`config.mk`:
```
export PLATFORM = sky130hd
export DESIGN_NAME = hist_rmw_ctrl
export DESIGN_NICKNAME = d
export VERILOG_FILES = /design/src/rtl/hist_pkg.sv /design/src/rtl/hist_rmw_ctrl_sat_add.sv /design/src/rtl/hist_rmw_ctrl.sv
export SDC_FILE = /design/constraint.sdc
export NUM_CORES = 1
export LEC_CHECK = 0
export BUFFER_PORTS_ARGS = -buffer_cell sky130_fd_sc_hd__buf_2
export CAP_MARGIN = 20
export CORE_MARGIN = 1
export CORE_UTILIZATION = 45
export CTS_CLUSTER_DIAMETER = 120
export CTS_CLUSTER_SIZE = 14
export DETAILED_ROUTE_END_ITERATION = 8
export PLACE_DENSITY = 0.75
export SYNTH_ARGS = -nofsm -noshare
export SYNTH_HDL_FRONTEND = slang
export SYNTH_SLANG_ARGS = --single-unit
```
`constraint.sdc`:
```
create_clock -name clk -period 2.35 [get_ports clk]
set_clock_uncertainty 0.05 [all_clocks]
set_input_delay 0.1175 -clock clk [delete_from_list [all_inputs] [get_ports clk]]
set_output_delay 0.1175 -clock clk [all_outputs]
set_load 0.03 [all_outputs]
```
`src/rtl/hist_pkg.sv`:
```
// Shared types and defaults for the histogram read-modify-write controller.
package hist_pkg;

    localparam int unsigned ADDR_W_DEF   = 12;
    localparam int unsigned DATA_W_DEF   = 32;
    localparam int unsigned WEIGHT_W_DEF = 8;
    localparam int unsigned BE_MAX_W     = 64;

    typedef enum logic [2:0] {
        IDLE    = 3'd0,
        UPD_RD  = 3'd1,
        UPD_WB  = 3'd2,
        CLR     = 3'd3,
        HRD_RD  = 3'd4,
        HRD_CAP = 3'd5
    } state_t;

    // Byte-enable with one bit set per byte of a data_w-wide word.
    function automatic logic [BE_MAX_W-1:0] all_ones_be(input int unsigned data_w);
        logic [BE_MAX_W-1:0] be;
        be = '0;
        for (int unsigned i = 0; i < BE_MAX_W; i++) begin
            if (i < data_w / 8) be[i] = 1'b1;
        end
        return be;
    endfunction

endpackage

```
`src/rtl/hist_rmw_ctrl_sat_add.sv`:
```
// Combinational saturating adder: bin counter plus sample weight, clamped at all-ones.
module hist_sat_add
    import hist_pkg::*;
#(
    parameter int unsigned DATA_W   = DATA_W_DEF,
    parameter int unsigned WEIGHT_W = WEIGHT_W_DEF
) (
    input  logic [DATA_W-1:0]   a,
    input  logic [WEIGHT_W-1:0] b,
    output logic [DATA_W-1:0]   sum_c
);

    logic [DATA_W:0] wide;

    always_comb begin
        wide  = {1'b0, a} + (DATA_W+1)'(b);
        sum_c = wide[DATA_W] ? '1 : wide[DATA_W-1:0];
    end

endmodule

```
`src/rtl/hist_rmw_ctrl.sv`:
```
// Histogram store sequencer: saturating sample updates, clear sweep and host
// readback, all arbitrated onto one single-port SRAM with 1-cycle read latency.
module hist_rmw_ctrl
    import hist_pkg::*;
#(
    parameter int unsigned ADDR_W         = ADDR_W_DEF,
    parameter int unsigned DATA_W         = DATA_W_DEF,
    parameter int unsigned WEIGHT_W       = WEIGHT_W_DEF,
    parameter bit          CLEAR_ON_RESET = 1'b1
) (
    input  logic                  clk,
    input  logic                  reset,
    input  logic                  bin_valid,
    output logic                  bin_ready,
    input  logic [ADDR_W-1:0]     bin_idx,
    input  logic [WEIGHT_W-1:0]   bin_weight,
    input  logic                  clear_start,
    output logic                  clear_busy,
    output logic                  clear_done,
    input  logic                  rd_req,
    output logic                  rd_ready,
    input  logic [ADDR_W-1:0]     rd_addr,
    output logic                  rd_valid,
    output logic [DATA_W-1:0]     rd_data,
    output logic [ADDR_W-1:0]     mem_address,
    output logic                  mem_clken,
    output logic                  mem_chipselect,
    output logic                  mem_write,
    output logic [DATA_W-1:0]     mem_writedata,
    output logic [DATA_W/8-1:0]   mem_byteenable,
    input  logic [DATA_W-1:0]     mem_readdata
);

    localparam int unsigned BE_W      = DATA_W / 8;
    localparam state_t      RST_STATE = CLEAR_ON_RESET ? CLR : IDLE;

    state_t              state, state_nxt;
    logic [ADDR_W-1:0]   cnt;
    logic                clear_pending, rd_pending;
    logic [ADDR_W-1:0]   idx_q, rd_addr_q;
    logic [WEIGHT_W-1:0] weight_q;
    logic [DATA_W-1:0]   sum_c;

    logic decision, cnt_last, take_sample, clr_accept, rd_accept, take_rd_new;

    assign decision    = (state == IDLE) || (state == UPD_WB);
    assign cnt_last    = &cnt;
    assign bin_ready   = decision && !clear_pending && !rd_pending;
    assign rd_ready    = !rd_pending && (state != HRD_RD) && (state != HRD_CAP);
    assign clear_busy  = clear_pending || (state == CLR);
    assign take_sample = bin_valid && bin_ready;
    assign clr_accept  = clear_start && !clear_busy;
    assign rd_accept   = rd_req && rd_ready;
    // A fresh host read at an otherwise free decision point skips the pending flag.
    assign take_rd_new = bin_ready && !bin_valid && !clr_accept && rd_accept;

    assign mem_clken      = 1'b1;
    assign mem_byteenable = BE_W'(all_ones_be(DATA_W));

    hist_sat_add #(
        .DATA_W   (DATA_W),
        .WEIGHT_W (WEIGHT_W)
    ) u_sat_add (
        .a     (mem_readdata),
        .b     (weight_q),
        .sum_c (sum_c)
    );

    always_ff @(posedge clk or posedge reset) begin
        if (reset) state <= RST_STATE;
        else       state <= state_nxt;
    end

    always_comb begin
        state_nxt = state;
        case (state)
            IDLE, UPD_WB: begin
                if (clear_pending)                   state_nxt = CLR;
                else if (rd_pending || take_rd_new) state_nxt = HRD_RD;
                else if (take_sample)                state_nxt = UPD_RD;
                else                                 state_nxt = IDLE;
            end
            UPD_RD:  state_nxt = UPD_WB;
            CLR:     if (cnt_last) state_nxt = IDLE;
            HRD_RD:  state_nxt = HRD_CAP;
            HRD_CAP: state_nxt = IDLE;
            default: state_nxt = IDLE;
        endcase
    end

    always_comb begin
        mem_chipselect = 1'b0;
        mem_write      = 1'b0;
        mem_address    = '0;
        mem_writedata  = '0;
        case (state)
            UPD_RD: begin
                mem_chipselect = 1'b1;
                mem_address    = idx_q;
            end
            UPD_WB: begin
                mem_chipselect = 1'b1;
                mem_write      = 1'b1;
                mem_address    = idx_q;
                mem_writedata  = sum_c;
            end
            CLR: begin
                mem_chipselect = 1'b1;
                mem_write      = 1'b1;
                mem_address    = cnt;
            end
            HRD_RD: begin
                mem_chipselect = 1'b1;
                mem_address    = rd_addr_q;
            end
            default: ;
        endcase
    end

    // Request latches, sweep counter and registered host-side results.
    always_ff @(posedge clk or posedge reset) begin
        if (reset) begin
            cnt           <= '0;
            clear_pending <= 1'b0;
            rd_pending    <= 1'b0;
            idx_q         <= '0;
            weight_q      <= '0;
            rd_addr_q     <= '0;
            rd_valid      <= 1'b0;
            rd_data       <= '0;
            clear_done    <= 1'b0;
        end else begin
            rd_valid   <= (state == HRD_CAP);
            clear_done <= (state == CLR) && cnt_last;
            if (state == HRD_CAP) rd_data <= mem_readdata;

            if (state == CLR) cnt <= cnt + ADDR_W'(1);
            else              cnt <= '0;

            if (take_sample) begin
                idx_q    <= bin_idx;
                weight_q <= bin_weight;
            end
            if (rd_accept) rd_addr_q <= rd_addr;

            if (clr_accept)                     clear_pending <= 1'b1;
            else if (decision && clear_pending) clear_pending <= 1'b0;

            if (rd_accept && !take_rd_new)                      rd_pending <= 1'b1;
            else if (decision && !clear_pending && rd_pending)  rd_pending <= 1'b0;
        end
    end

endmodule
```
==> summary.md <==
| Metric | Value |
|---|---|
| Ys flop type | dfrtp_1 |
| Crit path DAT | 2.85 ns |
| Hold Path Sink | rd_data[1] |
| Highest clock rate | 0.331 GHz |
| Post-Synthesis Cells | 467 |
| Most common cell after layout, fill and taps aside | buf_2 |
| Row count | 37 |
| Chip Width | 104 um |
| Vias in the first global route | 5011 |
| Outcome | finished with violations |
| Worst Slack Setup Final | -0.669 ns |
| Ys async rst share | 100% |
| Failing checks | negative setup slack |
| Initial DRC count | 269 |
| Crit-path most repeated cell | buf_4 |
| Final Net Count | 781 |
| Yosys reg bits | 83 |
| Via density | 5.74 |
| First-pass GRT wire length | 25400 um |
| CP Capture Type | output port |
| Crit-path slowest cell | dfrtp_1 |
| Most frequent cells in the layout | buf_2, dfrtp_1, mux2_2 |
| CTS tree | yes |
| Top Usage Layer GRT | met2 |
| Reg2reg start | state[0] |
| Wire per inst | 18.9 um |
| PD cells | 1320 mW/mm^2 |
| Critical path peak fanout | 4 |
| FF-to-FF setup slack | 0.45 ns |
| M3 GR Usage | 5.51% |
| RR Endpoint | weight_q[2] |
| Critical Path, Cell by Cell | ha_1, buf_4, nand4b_1, a211o_1, buf_4, a21oi_1, nor2_1, nor3b_4, buf_6 |
| Antenna violations before repair | 0 |
| Endpoints failing setup | 32 |
| GP Congestion | 0.862 |
| Pin count of the biggest net entering global routing | 60 |
| Layout area overhead | 57.7% |
| Num Clock Sinks | 83 |
| Syn. warnings | 0 |
| Total track usage | 29.7% |
| WP data required | 2.18 ns |
| Drt pass-1 iters | 5 |
| CTS Root Cell | clkbuf_8 |
| IO Port Bufs | 151 |
| CTS H-Tree Depth | 3 |
| Worst hold-check path type | input pin to register |
| Max VDD drop | 1.02 mV |
| # DRC | 0 |
| M1 GR Usage | 33.6% |
| I/O Pins | 157 |
| Crit Path Class | register to output port |
| Routing usage on met2 | 52.2% |
| Netlist Area Pre-Place | 0.00472 mm^2 |
| Total gr overflow | 0 |
| Inserted Diodes | 0 |
| Number of flops mapped to enable cells by yosys | 0 |
| RSZ-0062 raised after global routing | true |
| Via count | 4842 |
| Worst-Skew Late Latency | 0.37 ns |
| Unique masters post-synth | 46 |
| Period Utilization, post-route | 128% |
| CTS buffer count | 9 |
| Die Ht | 104 um |
| Core Region | 0.0102 mm^2 |
| Fraction of layout cells with a size suffix above 1 | 50.9% |
| Worst R2R Path Depth | 5 |
| Slew @ Worst Pin | 0.594 ns |
| Hold path depth | 2 |
| Min cycle time layout | 3.02 ns |
| Layout Utilization | 72.8% |
| CP max stage delay | 0.40 ns |
| DP HPWL | 9930 um |
| CP delay by family, top | compound AO/OA/AOI/OAI gates |
| Hold path startpoint | mem_readdata[1] |
| Setup TNS Final | -18.14 ns |
| Syn Area/Cell | 10.1 um^2 |
| Pins Over Slew Limit | 0 |
| Overall routed net length | 15900 um |
| Final hold violations | 0 |
| CP Buf/Inv Count | 3 |
| CTS clock-pin slew for the worst setup and hold paths | 0.10 ns |
| P_leak | 3.28 nW |
| Slew HR | 60.1% |
| Die area | 0.0109 mm^2 |
| Clk buf depth | 2 |
| Type of origin of the critical path | register |
| Max-Cap Viols | 0 |
| Post-route ant nets | 0 |
| Starting density of the core | 46.2% |
| Seq/Total Area, Yosys | 44.0% |
## per-stage QoR
step                      instance area, um^2  cells  total power [mW]  hold slack, ns  setup slack (ns)
after global placement                   6280    771              7.89          0.0883            -0.265
after floorplan                          5150    471              6.41           0.218            -0.292
after global routing                     7450    843              10.2         0.00226            -0.774
after CTS                                7360    842              9.56         0.00103            -0.606
final                                    7450    843              9.80         0.00201            -0.669
after detailed placement                 6290    772              8.04          0.0924            -0.306
## area by class of cell
cell class	count	area, um^2
repair buffers	248	1890
flip-flops and latches	83	2080
inverters	12	46.3
well taps	136	170
clock inverters	7	76.3
multi-input cells	348	3060
clock buffers	9	124
fillers	668	2780
## Yosys cell counts (all sizes together), types with 4 or more instances
library cell  number  share of area (%)
and4               5               0.93
nand2             36                2.9
xnor2             12                2.2
a21oi             32                3.4
or3                4               0.64
o21ai             21                2.2
xor2              11                2.0
dfrtp             81                 43
a31oi              8                1.1
nor4               4               0.53
clkbuf            20                1.6
inv               12               0.95
and3               8                1.1
a211oi             6                1.1
mux2              72                 17
nand4              4               0.53
a311oi             5               0.93
a22oi             13                2.1
ha                 9                2.4
nor3              12                1.3
nand3             15                1.6
buf                9                1.6
nor2              38                3.0
## kinds of logic after synthesis
| family | Yosys count | synth area share [%] |
|---|---|---|
| AO/OA/AOI/OAI | 100 | 13.3 |
| adder cells (fa/ha/maj) | 10 | 2.81 |
| other | 1 | 0.0794 |
| AND/OR/NAND/NOR | 135 | 13.8 |
| flip-flops | 83 | 44.0 |
| buffers and inverters | 41 | 4.13 |
| XOR/XNOR | 23 | 4.26 |
| multiplexers | 74 | 17.6 |
## sequential cells by signal, summed over array words and instances (netlist names)
name / count
rd_data: 32
cnt: 12
idx_q: 12
rd_addr_q: 12
weight_q: 8
state: 3
clear_done: 1
clear_pending: 1
rd_pending: 1
rd_valid: 1
## power by group
group,internal (mW),switching (mW),total (mW)
registers,2.07,0.427,2.50
clock network,0.499,0.586,1.08
logic,2.51,3.71,6.22
## worst max-delay path by stage
stage,start,cells after the start,end,slack (ns)
2_1_floorplan,weight_q[0],10,mem_writedata[27],-0.29
4_1_cts,weight_q[5],8,mem_writedata[27],-0.61
3_3_place_gp,weight_q[0],9,mem_writedata[22],-0.27
6_report,weight_q[2],9,mem_writedata[21],-0.67
5_1_grt,weight_q[2],9,mem_writedata[21],-0.77
3_5_place_dp,weight_q[0],9,mem_writedata[31],-0.31
## what timing repair did
action / in CTS / in global routing
endpoints found under the hold margin: 70 / 0
pin swaps: 17 / 20
hold buffers: 47 / 0
resized for setup: 89 / 18
cloned: 1 / 0
endpoints found under the setup margin: 32 / 33
buffers inserted: 7 / 3
## metal layers
metal  wire length [um]  up-vias
li1                   -     2142
met1               5850     2334
met2               8130      289
met3               1130       77
met4                782        0
met5                  0        -
Power figures use the tool's default switching activity.
